File: src/rtl/dircc_rx_pkg.sv
// Shared FSM encoding and slot-layout helpers for the DiRCC node receive path.
// A slot is one length word followed by payload words, laid out back to back.
package dircc_rx_pkg;

   typedef enum logic [1:0] {
      IDLE   = 2'd0,
      RECV   = 2'd1,
      COMMIT = 2'd2,
      DROP   = 2'd3
   } rx_state_t;

   localparam int LEN_WORD           = 0;
   localparam int FIRST_PAYLOAD_WORD = 1;
   localparam int MEM_SPAN_LIMIT     = 20480;

   function automatic int unsigned slot_word_addr(
      input int unsigned base,
      input int unsigned slot,
      input int unsigned slot_words,
      input int unsigned word
   );
      return base + slot * slot_words + word;
   endfunction

endpackage

File: src/rtl/dircc_slot_ring.sv
// Ring bookkeeping: write/read slot pointers and the count of published slots.
// A committed slot is held as pending for one cycle so it is published after its length word lands.
module dircc_slot_ring #(
   parameter int NUM_SLOTS = 8
) (
   input  logic                         i_clk,
   input  logic                         i_reset,
   input  logic                         i_commit,
   input  logic                         i_release,
   output logic [$clog2(NUM_SLOTS)-1:0] o_wr_slot,
   output logic [$clog2(NUM_SLOTS)-1:0] o_rd_slot,
   output logic [$clog2(NUM_SLOTS):0]   o_slots_used,
   output logic                         o_free
);
   localparam int SLOT_W = $clog2(NUM_SLOTS);
   localparam logic [SLOT_W-1:0] SLOT_ONE = SLOT_W'(1);
   localparam logic [SLOT_W:0]   USED_ONE = (SLOT_W + 1)'(1);

   logic [SLOT_W-1:0] r_wr_slot;
   logic [SLOT_W-1:0] r_rd_slot;
   logic [SLOT_W:0]   r_slots_used;
   logic              r_pending;
   logic              w_release;
   logic [SLOT_W+1:0] w_occupied;

   assign w_release  = i_release && (r_slots_used != '0);
   assign w_occupied = {1'b0, r_slots_used} + (SLOT_W + 2)'(r_pending);

   always_ff @(posedge i_clk) begin
      if (i_reset) begin
         r_wr_slot    <= '0;
         r_rd_slot    <= '0;
         r_slots_used <= '0;
         r_pending    <= 1'b0;
      end else begin
         r_pending <= i_commit;
         if (i_commit) begin
            r_wr_slot <= r_wr_slot + SLOT_ONE;
         end
         if (w_release) begin
            r_rd_slot <= r_rd_slot + SLOT_ONE;
         end
         // Simultaneous publish and release cancel out in the count.
         if (r_pending && !w_release) begin
            r_slots_used <= r_slots_used + USED_ONE;
         end else if (!r_pending && w_release) begin
            r_slots_used <= r_slots_used - USED_ONE;
         end
      end
   end

   assign o_wr_slot    = r_wr_slot;
   assign o_rd_slot    = r_rd_slot;
   assign o_slots_used = r_slots_used;
   assign o_free       = (w_occupied < (SLOT_W + 2)'(NUM_SLOTS));

endmodule

File: src/rtl/dircc_node_rx_mem_writer.sv
// Receive DMA: writes ingress packets into a ring of slots in processing memory,
// payload first and length word last, then hands the slot to the CPU.
module dircc_node_rx_mem_writer
   import dircc_rx_pkg::*;
#(
   parameter int BASE_ADDR  = 16384,
   parameter int SLOT_WORDS = 64,
   parameter int NUM_SLOTS  = 8,
   parameter int ADDR_W     = 15
) (
   input  logic                         i_clk,
   input  logic                         i_reset,
   input  logic [15:0]                  i_rx_data,
   input  logic                         i_rx_valid,
   input  logic                         i_rx_sop,
   input  logic                         i_rx_eop,
   output logic                         o_rx_ready,
   output logic [ADDR_W-1:0]            o_mem_address,
   output logic [1:0]                   o_mem_byteenable,
   output logic                         o_mem_chipselect,
   output logic                         o_mem_write,
   output logic [15:0]                  o_mem_writedata,
   output logic                         o_mem_clken,
   input  logic                         i_slot_release,
   output logic [$clog2(NUM_SLOTS)-1:0] o_rd_slot,
   output logic [$clog2(NUM_SLOTS):0]   o_slots_used,
   output logic                         o_irq,
   output logic [15:0]                  o_drop_count
);
   localparam int SLOT_W = $clog2(NUM_SLOTS);
   localparam int CNT_W  = $clog2(SLOT_WORDS);
   localparam logic [CNT_W-1:0] CNT_LAST  = CNT_W'(SLOT_WORDS - 1);
   localparam logic [CNT_W-1:0] CNT_FIRST = CNT_W'(FIRST_PAYLOAD_WORD);

   generate
      if (BASE_ADDR + NUM_SLOTS * SLOT_WORDS > MEM_SPAN_LIMIT) begin : g_span_check
         $error("slot ring extends past the processing memory window");
      end
      if ((SLOT_WORDS < 2) || ((SLOT_WORDS & (SLOT_WORDS - 1)) != 0) ||
          (NUM_SLOTS < 2) || ((NUM_SLOTS & (NUM_SLOTS - 1)) != 0)) begin : g_pow2_check
         $error("SLOT_WORDS and NUM_SLOTS must be powers of two, at least 2");
      end
   endgenerate

   rx_state_t         r_state;
   logic [CNT_W-1:0]  r_cnt;
   logic              r_rx_ready;
   logic              r_mem_write;
   logic [ADDR_W-1:0] r_mem_address;
   logic [15:0]       r_mem_writedata;
   logic [15:0]       r_drop_count;

   logic              w_beat;
   logic              w_start;
   logic              w_commit;
   logic              w_free;
   logic [SLOT_W-1:0] w_wr_slot;
   logic [ADDR_W-1:0] w_addr_first;
   logic [ADDR_W-1:0] w_addr_next;
   logic [ADDR_W-1:0] w_addr_len;
   logic [15:0]       w_drop_inc;

   dircc_slot_ring #(
      .NUM_SLOTS(NUM_SLOTS)
   ) u_ring (
      .i_clk       (i_clk),
      .i_reset     (i_reset),
      .i_commit    (w_commit),
      .i_release   (i_slot_release),
      .o_wr_slot   (w_wr_slot),
      .o_rd_slot   (o_rd_slot),
      .o_slots_used(o_slots_used),
      .o_free      (w_free)
   );

   assign w_beat     = i_rx_valid && o_rx_ready;
   assign w_commit   = (r_state == COMMIT);
   // A sop inside RECV reuses the slot it already owns, so it needs no free check.
   assign w_start    = w_beat && i_rx_sop && ((r_state == RECV) || w_free);
   assign w_drop_inc = (r_drop_count == 16'hFFFF) ? r_drop_count : r_drop_count + 16'd1;

   assign w_addr_first = ADDR_W'(slot_word_addr(BASE_ADDR, 32'(w_wr_slot), SLOT_WORDS, FIRST_PAYLOAD_WORD));
   assign w_addr_next  = ADDR_W'(slot_word_addr(BASE_ADDR, 32'(w_wr_slot), SLOT_WORDS, 32'(r_cnt) + 1));
   assign w_addr_len   = ADDR_W'(slot_word_addr(BASE_ADDR, 32'(w_wr_slot), SLOT_WORDS, LEN_WORD));

   always_ff @(posedge i_clk) begin
      if (i_reset) begin
         r_state         <= IDLE;
         r_cnt           <= '0;
         r_rx_ready      <= 1'b1;
         r_mem_write     <= 1'b0;
         r_mem_address   <= '0;
         r_mem_writedata <= '0;
         r_drop_count    <= '0;
      end else begin
         r_mem_write <= 1'b0;
         if (w_start) begin
            r_mem_write     <= 1'b1;
            r_mem_address   <= w_addr_first;
            r_mem_writedata <= i_rx_data;
            r_cnt           <= CNT_FIRST;
            r_state         <= i_rx_eop ? COMMIT : RECV;
            r_rx_ready      <= !i_rx_eop;
            if (r_state == RECV) begin
               r_drop_count <= w_drop_inc;
            end
         end else begin
            unique case (r_state)
               IDLE, DROP: begin
                  if (w_beat && i_rx_sop) begin
                     r_drop_count <= w_drop_inc;
                     r_state      <= i_rx_eop ? IDLE : DROP;
                  end else if (w_beat && i_rx_eop) begin
                     r_state <= IDLE;
                  end
               end
               RECV: begin
                  if (w_beat) begin
                     if (r_cnt == CNT_LAST) begin
                        r_drop_count <= w_drop_inc;
                        r_state      <= i_rx_eop ? IDLE : DROP;
                     end else begin
                        r_mem_write     <= 1'b1;
                        r_mem_address   <= w_addr_next;
                        r_mem_writedata <= i_rx_data;
                        r_cnt           <= r_cnt + CNT_W'(1);
                        if (i_rx_eop) begin
                           r_state    <= COMMIT;
                           r_rx_ready <= 1'b0;
                        end
                     end
                  end
               end
               COMMIT: begin
                  r_mem_write     <= 1'b1;
                  r_mem_address   <= w_addr_len;
                  r_mem_writedata <= 16'(r_cnt);
                  r_cnt           <= '0;
                  r_state         <= IDLE;
                  r_rx_ready      <= 1'b1;
               end
               default: begin
                  r_state <= IDLE;
               end
            endcase
         end
      end
   end

   assign o_rx_ready       = r_rx_ready && !i_reset;
   assign o_mem_address    = r_mem_address;
   assign o_mem_writedata  = r_mem_writedata;
   assign o_mem_write      = r_mem_write;
   assign o_mem_chipselect = r_mem_write;
   assign o_mem_byteenable = 2'b11;
   assign o_mem_clken      = 1'b1;
   assign o_irq            = (o_slots_used != '0);
   assign o_drop_count     = r_drop_count;

endmodule

File: config.mk
export PLATFORM = sky130hd
export DESIGN_NAME = dircc_node_rx_mem_writer
export DESIGN_NICKNAME = d
export VERILOG_FILES = /design/src/rtl/dircc_rx_pkg.sv /design/src/rtl/dircc_slot_ring.sv /design/src/rtl/dircc_node_rx_mem_writer.sv
export SDC_FILE = /design/constraint.sdc
export NUM_CORES = 1
export LEC_CHECK = 0
export ABC_AREA = 1
export ABC_CLOCK_PERIOD_IN_PS = 2570
export BUFFER_PORTS_ARGS = -buffer_cell sky130_fd_sc_hd__clkbuf_2
export CAP_MARGIN = 0
export CORE_ASPECT_RATIO = 0.8
export CORE_MARGIN = 2
export CORE_UTILIZATION = 45
export CTS_BUF_LIST = sky130_fd_sc_hd__clkbuf_4 sky130_fd_sc_hd__clkbuf_8 sky130_fd_sc_hd__clkbuf_16
export CTS_CLUSTER_DIAMETER = 30
export CTS_CLUSTER_SIZE = 20
export DETAILED_ROUTE_END_ITERATION = 7
export GPL_TIMING_DRIVEN = 1
export PLACE_DENSITY = 0.68
export SLEW_MARGIN = 20
export SYNTH_ARGS = -nofsm -noshare
export SYNTH_HDL_FRONTEND = slang
export SYNTH_SLANG_ARGS = --single-unit
File: constraint.sdc
create_clock -name i_clk -period 2.57 [get_ports i_clk]
set_clock_uncertainty 0.1 [all_clocks]
set_input_delay 0.3855 -clock i_clk [delete_from_list [all_inputs] [get_ports i_clk]]
set_output_delay 0.3855 -clock i_clk [all_outputs]
set_load 0.01 [all_outputs]
== Word level (Yosys, flattened, before mapping) ==
Index checks and enable logic that the tools add are counted.
Cells by class
  add/sub/neg operators: 11
  $lt $le $gt $ge: 1
  equal/unequal tests: 15
  muxes and demuxes: 39
  reduce and logical (&&, ||, !) cells: 26
Operators by type and width (count)
  $mux W16: 9
  $pmux W16 S2: 2
  $mux W15: 3
  $pmux W15 S2: 1
  $add A16 B1 Y16 const B: 1
  $eq A16 B16 Y1 const B: 1
  $mux W2: 8
  $add A15 B1 Y15 const B: 1
  $add A15 B7 Y15: 1
  $add A15 B9 Y15 const A: 1
  $mux W6: 2
  $ne A3 B3 Y1 const B: 4
  $pmux W6 S2: 1
  $reduce_and A3 Y1: 3
  $logic_and A1 B1 Y1: 8
  $mux W1: 8
  $mux W4: 2
  $add A6 B1 Y7 const B: 1
  $add A3 B1 Y3 const B: 2
  $add A6 B1 Y6 const B: 1
  $eq A6 B6 Y1 const B: 1
  $pmux W2 S3: 1
  $reduce_bool A2 Y1: 3
  $add A4 B1 Y5: 1
  19 further kinds: 26
Storage, ports and cells
  register bits: 68
  input bits: 22

== Longest topological paths before layout ==
Gate-level depths: netlist (run 1).
  depth after elaboration: 8
  gate-level depth with buffers: 13
  depth with buffers taken out: 13

== Hierarchy ==
Synthesis (run 1) repeated with hierarchy kept, for this count alone.
Unflattened totals
  cell total of the unflattened synthesis: 504
  area, all modules: 3495.9 um2
Modules (own cells, without submodules)
  dircc_node_rx_mem_writer: instances 1, cells each 435, area each 2912.8 um2
  dircc_slot_ring: instances 1, cells each 69, area each 583.1 um2

== Worst setup path after synthesis (run 1) ==
No wires, ideal clock.
  kind: flip-flop to flip-flop
  start: register u_ring.r_slots_used[0], in the netlist u_ring.o_slots_used[0]
  end: register u_ring.r_slots_used[3], in the netlist u_ring.o_slots_used[3]
  setup time: 113 ps
  data arrival time: 1903 ps
  required time: 2357 ps
  slack: 454 ps
  cell stages (with the launch flop): 13
  path buffers: 0
  clock period less this slack: 2116 ps
  path through: dfxtp_1 inv_1 nand4_1 nand2_1 ha_1 inv_1 ha_1 a21oi_1 nand2_1 o21ai_0 nand2_1 nand2_1 nor2_1
Between the ends
  longest elaborated chain between the ends: 5
  elaborated cells on any way between the ends: 10
  those cells by class: add/sub: 2; mux: 2; reduce/logical: 6
Ends and longest elaborated chain
  start, declared: line dircc_slot_ring.sv:21  | logic [SLOT_W:0] r_slots_used;
  start signal, assigned: line dircc_slot_ring.sv:45  | r_slots_used <= r_slots_used + USED_ONE;
  start signal, assigned: line dircc_slot_ring.sv:47  | r_slots_used <= r_slots_used - USED_ONE;
  $reduce_bool A4 Y1 *
  named net o_irq: line dircc_node_rx_mem_writer.sv:27  | output logic o_irq,
  $logic_and A1 B1 Y1 *: line dircc_slot_ring.sv:26  | assign w_release = i_release && (r_slots_used != '0);
  $logic_not A1 Y1: line dircc_slot_ring.sv:44  | if (r_pending && !w_release) begin
  $logic_and A1 B1 Y1: line dircc_slot_ring.sv:44
  $mux W4 / $reduce_bool A2 Y1 (equally long branches)
The timed path passes the listed nets; every way through them passes the cells marked *. The select of a mux whose other input is x is not followed.
A chain may end at the register's enable or synchronous reset.

== Final worst setup path (run 1) ==
  start: register u_ring.r_slots_used[0], in the netlist u_ring.o_slots_used[0]
  end: register u_ring.r_slots_used[3], in the netlist u_ring.o_slots_used[3]
Between the ends
  longest elaborated chain between the ends: 5
  elaborated cells on any way between the ends: 10
  those cells by class: add/sub: 2; mux: 2; reduce/logical: 6
Ends and longest elaborated chain
  parallel branches: the longest is 5 deep, another holds $sub A4 B1 Y4
Parallel ways; which one is timed is not known. The select of a mux whose other input is x is not followed.

==> results.tsv, run 1 <==
metric	value	unit
viasPerCell	4.791	
portBuffers	75	
clk_pin_slew	80	ps
post_drt_wl_per_cell	11.28	um
cp.required	2700	ps
root_buffer	clkbuf_8	
die_w	105.2	um
fillers	809	
postRouteWirelength	8346	um
numCtsBuffers	9	
finalCritPeriodShare	0.8602	
finalNonFillerCells	740	
critical_path_class	reg -> reg	
synth_fa_ha_area_frac	0.03596	
core_region_area	7946	um2
switchingPower	0.001830	W
rsz0062_at_grt	false	
syn_avg_cell_area	6.598	um2
drc	0	
yosys_most_used_dff	dfxtp_1	
cts_hold_buffers	0	
initial_utilization	0.4642	
startpoint_type	flop	
maxCapViolCount	0	
yosysTopAreaCellShare	0.3419	
die_h	84.98	um
cts_resized	0	
yosys-top-cells-area	dfxtp_1 34%, nand2_1 19%, nor2_1 7.9%	
setup_viol	0	
htree_levels	3	
track_usage	0.1928	
ant_nets	0	
max_freq	452.3	MHz
worst_slew_margin_rel	0.5771	
clkPwrFrac	0.210	
yosys.area_share.simple	0.3830	
hold_path.class	in -> reg	
n_antenna_cell	0	
post-synth-top-count-cell	nand2_1	
hold_viol_final	0	
synth_xor_area_frac	0.01900	
final_util	0.5404	
syn_inst	559	
path_max_fanout	5	
cts_buffer_depth	2	
async_reset_ff_frac	0	
synth_compound_area_frac	0.1191	
finalNetCount	659	
num_vias	3545	
netSwitchingFraction	0.4344	
cp_data_arrival_time	2340	ps
grt_pass1_wl	14310	um
first_global_vias	3182	
synth_edf_count	0	
setup_tns	0	ps
rows	29	
netlist-cell-type-count	36	
fp.dieArea	8942	um2
power-per-cell-area	981.3	nW/um2
first_iter_violations	123	
irDropWorstVdd	0.5785	mV
synthTopCellsByCount	185 x nand2_1, 78 x nor2_1, 63 x dfxtp_1	
synthMuxAreaShare	0	
post-synth-top-area-cell	dfxtp_1	
place_inst	724	
finalMaxSlewViolations	0	
clock_sinks	63	
drive_above_1_share	0.2120	
worst_pin_slew	633.6	ps
intPower	0.002383	W
period_minus_slack	2211	ps
tritoncts	built	
combinationalPowerShare	0.449	
synth_top_family_by_area	simple AND/OR/NAND/NOR gates	
yosysSeqAreaShare	0.3419	
leakagePower	1.937	nW
globalplace.congestion	0.8450	
hpwl	6033	um
end_kind	flop	
ys_ff_latch	63	
grt_max_degree	34	
yosysWarningCount	0	
firstDrtPassIters	4	
io_pins	83	
grt.overflow.total	0	
antenna_found_initial	0	
cts_setup_buffers	0	
syn_area	3689	um2
status	finished clean	
clk_latency	330	ps
pwr-share-seq	0.341	
syn_to_final_growth	16.42	%
[metrics by stage]
stage	hold WS, ps	power (W)	worst slack (ps)	instance area (um2)
final	236.0	0.004214	359.2	4294
after global routing	233.1	0.004595	38.97	4294
after detailed placement	357.5	0.003354	369.8	4088
after floorplan	361.2	0.002852	454.1	3707
after global placement	345.9	0.003319	443.0	4088
after CTS	221.4	0.004256	349.7	4294
[routing by layer]
layer / GRT usage / vias up / routed length, um
met2: 0.3132 / 77 / 3837
met4: 0.05333 / 0 / 53
met5: 0 / - / 0
li1: - / 1899 / -
met1: 0.2564 / 1563 / 4060
met3: 0.04762 / 6 / 395
[power groups by stage]
stage	Clock [W]	Combinational [W]	Sequential [W]
4_1_cts	0.000914	0.00191	0.00144
2_1_floorplan	0	0.00131	0.00154
3_5_place_dp	0	0.00190	0.00146
5_1_grt	0.000969	0.00216	0.00147
3_3_place_gp	0	0.00187	0.00145
6_report	0.000884	0.00189	0.00144
[sequential cells by signal, indices dropped and copies added (netlist names)]
register and count:
u_ring.o_slots_used 4, o_mem_address 11, u_ring.r_pending 1, o_drop_count 16
o_mem_writedata 16, r_state 2, r_cnt 5, u_ring.o_wr_slot 3
u_ring.o_rd_slot 3, r_rx_ready 1, o_mem_chipselect 1
[path summary, 6_finish.rpt]
| check | startpoint | endpoint | slack (ps) | cells past startpoint |
|---|---|---|---|---|
| setup / recovery | u_ring.o_slots_used[0] | u_ring.o_slots_used[3] | 360 | 12 |
| hold / removal | i_rx_data[10] | o_mem_writedata[10] | 240 | 5 |
| setup reg to reg | u_ring.o_slots_used[0] | u_ring.o_slots_used[3] | 360 | 12 |
| hold reg to reg | u_ring.o_rd_slot[2] | u_ring.o_rd_slot[2] | 360 | 2 |
[critical path, cell delays in order, from the launching register on]
cell and delay, ps:
dfxtp_1 440, inv_1 100, nand4_1 120, nand2_1 100, ha_1 210, inv_1 130, ha_1 290, a21oi_1 150
nand2_1 70, o21ai_0 220, nand2_1 80, nand2_1 60, nor2_1 30
[layout by cell type (no fill, tap or decap), drive strengths merged, types with 2 or more instances in the layout]
cell | synthesis | final
ha | 9 | 9
nand4 | 9 | 9
nand2 | 187 | 187
buf | 23 | 8
clkbuf | 8 | 85
dfxtp | 63 | 63
nor3 | 2 | 2
inv | 45 | 46
nor2 | 82 | 82
clkinvlp | 0 | 4
xnor2 | 5 | 5
nand3 | 44 | 44
o21ai | 23 | 23
xor2 | 3 | 3
conb | 2 | 7
a21oi | 49 | 49
[logic make-up (layout without fill, tap and decap cells)]
family,count (synthesis),count (layout)
compound gates,74,74
xor+xnor,8,8
fa+ha+maj,10,10
buf+inv,77,145
flops,63,63
other cells,2,7
simple gates,325,325
[cell type report]
class	count	area, um2	area share
Clock buffer	10	137.6	0.03205
Sequential cell	63	1261	0.2937
Timing Repair Buffer	83	435.4	0.1014
Inverter	46	175.2	0.04079
Clock inverter	6	68.82	0.01603
Multi-Input combinational cell	424	2081	0.4846
Tap cell	108	135.1	0.03147
Power figures use the tool's default switching activity.
==> run 2: changes to the inputs <==
- ABC_CLOCK_PERIOD_IN_PS: 2570 -> 2100
- clock period: 2.57 -> 2.1 ns (I/O delays scaled with it)
==> results.tsv, run 2 (synthesis gave the netlist of run 1 again) <==
metric	value	unit	change
grt_pass1_wl	15150	um	+5.8%
max_freq	511.4	MHz	+13%
first_global_vias	3299		+3.7%
layout_commonest_cell	nand2_1		
hold_path.class	in -> reg		
hpwl	6680	um	+11%
rr_endpoint	u_ring.o_slots_used[3]		
clk_pin_slew	80	ps	about the same
startpoint_type	flop		
path_max_fanout	5		unchanged
die_h	84.98	um	unchanged
setup_ws	144.5	ps	-214.7 ps
grt_max_degree	33		-2.9%
portBuffers	75		unchanged
core_region_area	7946	um2	unchanged
drive_above_1_share	0.2462		+0.03413
cp_data_arrival_time	2100	ps	-240 ps
tritoncts	built		
setup_viol	0		unchanged
worst_pin_slew	514.3	ps	-119.3 ps
maxCapViolCount	0		unchanged
root_buffer	clkbuf_8		
crit_path_start	u_ring.o_slots_used[2]		
numCtsBuffers	9		unchanged
rsz0062_at_grt	true		
viasPerCell	4.900		+2.3%
finalCritPeriodShare	0.9312		+0.07097
num_vias	3714		+4.8%
leakagePower	2.046	nW	+5.6%
critical_path_class	reg -> reg		
clock_sinks	63		unchanged
fp.dieArea	8942	um2	unchanged
fin_hold_ws	165.3	ps	-70.74 ps
irDropWorstVdd	0.4589	mV	-21%
firstDrtPassIters	5		+1
first_iter_violations	265		+120%
grt.overflow.total	0		unchanged
cp.required	2240	ps	-460 ps
finalNonFillerCells	758		+2.4%
htree_levels	3		unchanged
finalMaxSlewViolations	0		unchanged
n_antenna_cell	0		unchanged
postRouteWirelength	9023	um	+8.1%
initial_utilization	0.4642		unchanged
antenna_found_initial	0		unchanged
cts_buffer_depth	2		unchanged
syn_to_final_growth	21.00	%	
hold_viol_final	0		unchanged
dpl_worst_slack	-44.51	ps	-414.3 ps
globalplace.congestion	0.8941		+5.8%
power-per-cell-area	1211	nW/um2	+23%
io_pins	83		unchanged
clk_latency	340	ps	about the same
finalNetCount	677		+2.7%
drc	0		unchanged
end_kind	flop		
die_w	105.2	um	unchanged
ant_nets	0		unchanged
period_minus_slack	1956	ps	-255.3 ps
timing.rr.start	u_ring.o_slots_used[2]		
rr_worst_depth	12		unchanged
rrSetupSlack	140	ps	-210 ps
crit_end	u_ring.o_slots_used[3]		
status	finished clean		
mostFrequentLayoutCells	183 x nand2_1, 78 x nor2_1, 75 x clkbuf_2		
rows	29		unchanged
place_inst	739		+2.1%
post_drt_wl_per_cell	11.90	um	+5.5%
worst_slew_margin_rel	0.6563		+0.07916
track_usage	0.2076		+0.01483
-- run 2: area by class of cell --
| class | count | area (um2) |
|---|---|---|
| Fill cell | 768 | 3483 |
| Multi-Input combinational cell | 424 | 2103 |
| Sequential cell | 63 | 1274 |
| Timing Repair Buffer | 101 | 583.1 |
| Inverter | 46 | 175.2 |
| Tap cell | 108 | 135.1 |
| Clock buffer | 10 | 131.4 |
| Clock inverter | 6 | 61.31 |
-- run 2: critical path, stage by stage, from the launching register on --
cell     delay, ps
dfxtp_4        380
inv_1           60
nand4_1        130
nand2_2         80
ha_1           210
inv_2          120
ha_4           220
a21oi_1        140
nand2_1         80
a21oi_1        110
o21ai_1         90
nor2_1         100
nor2_1          50
-- run 2: stage by stage --
step                power [W]  setup TNS, ps  area (um2)    util
floorplan            0.003495              0        3710       -
CTS                  0.005340              0        4413  0.5553
global route         0.005842         -18.67        4463  0.5616
global placement     0.004223              0        4215  0.5305
finish               0.005403              0        4463  0.5616
detailed placement   0.004276         -44.51        4215  0.5305
-- run 2: repair_timing --
action,4_1_cts,5_1_grt
cloned,0,0
setup buffers,0,3
resized for setup,3,8
hold buffers,0,0
pin swaps,0,2
setup endpoints to repair,2,4
-- run 2: routing by layer --
layer  routed length [um]  vias to the layer above  part of all wire  GRT usage
li1                     -                     1938                 -          -
met1                 4494                     1659              0.50     0.2955
met2                 3890                      107              0.43     0.3150
met3                  537                       10             0.060    0.04224
met4                  101                        0             0.011    0.06788
met5                    0                        -                 0          0
-- run 2: report_power, final --
group	internal [W]	leakage, nW	switching, W
Combinational	0.00100	1.43	0.00160
Clock	0.000557	0.0994	0.000480
Sequential	0.00154	0.515	0.000234
Total	0.00309	2.05	0.00231
-- run 2: worst min-delay path by stage --
| stage | depth (start not counted) | startpoint | endpoint |
|---|---|---|---|
| final | 5 | i_rx_data[13] | o_mem_writedata[13] |
| after global routing | 5 | i_rx_data[13] | o_mem_writedata[13] |
| after CTS | 5 | i_rx_data[13] | o_mem_writedata[13] |
| after detailed placement | 2 | u_ring.o_rd_slot[2] | u_ring.o_rd_slot[2] |
| after global placement | 2 | u_ring.o_rd_slot[2] | u_ring.o_rd_slot[2] |
| after floorplan | 2 | r_state[1] | r_state[1] |
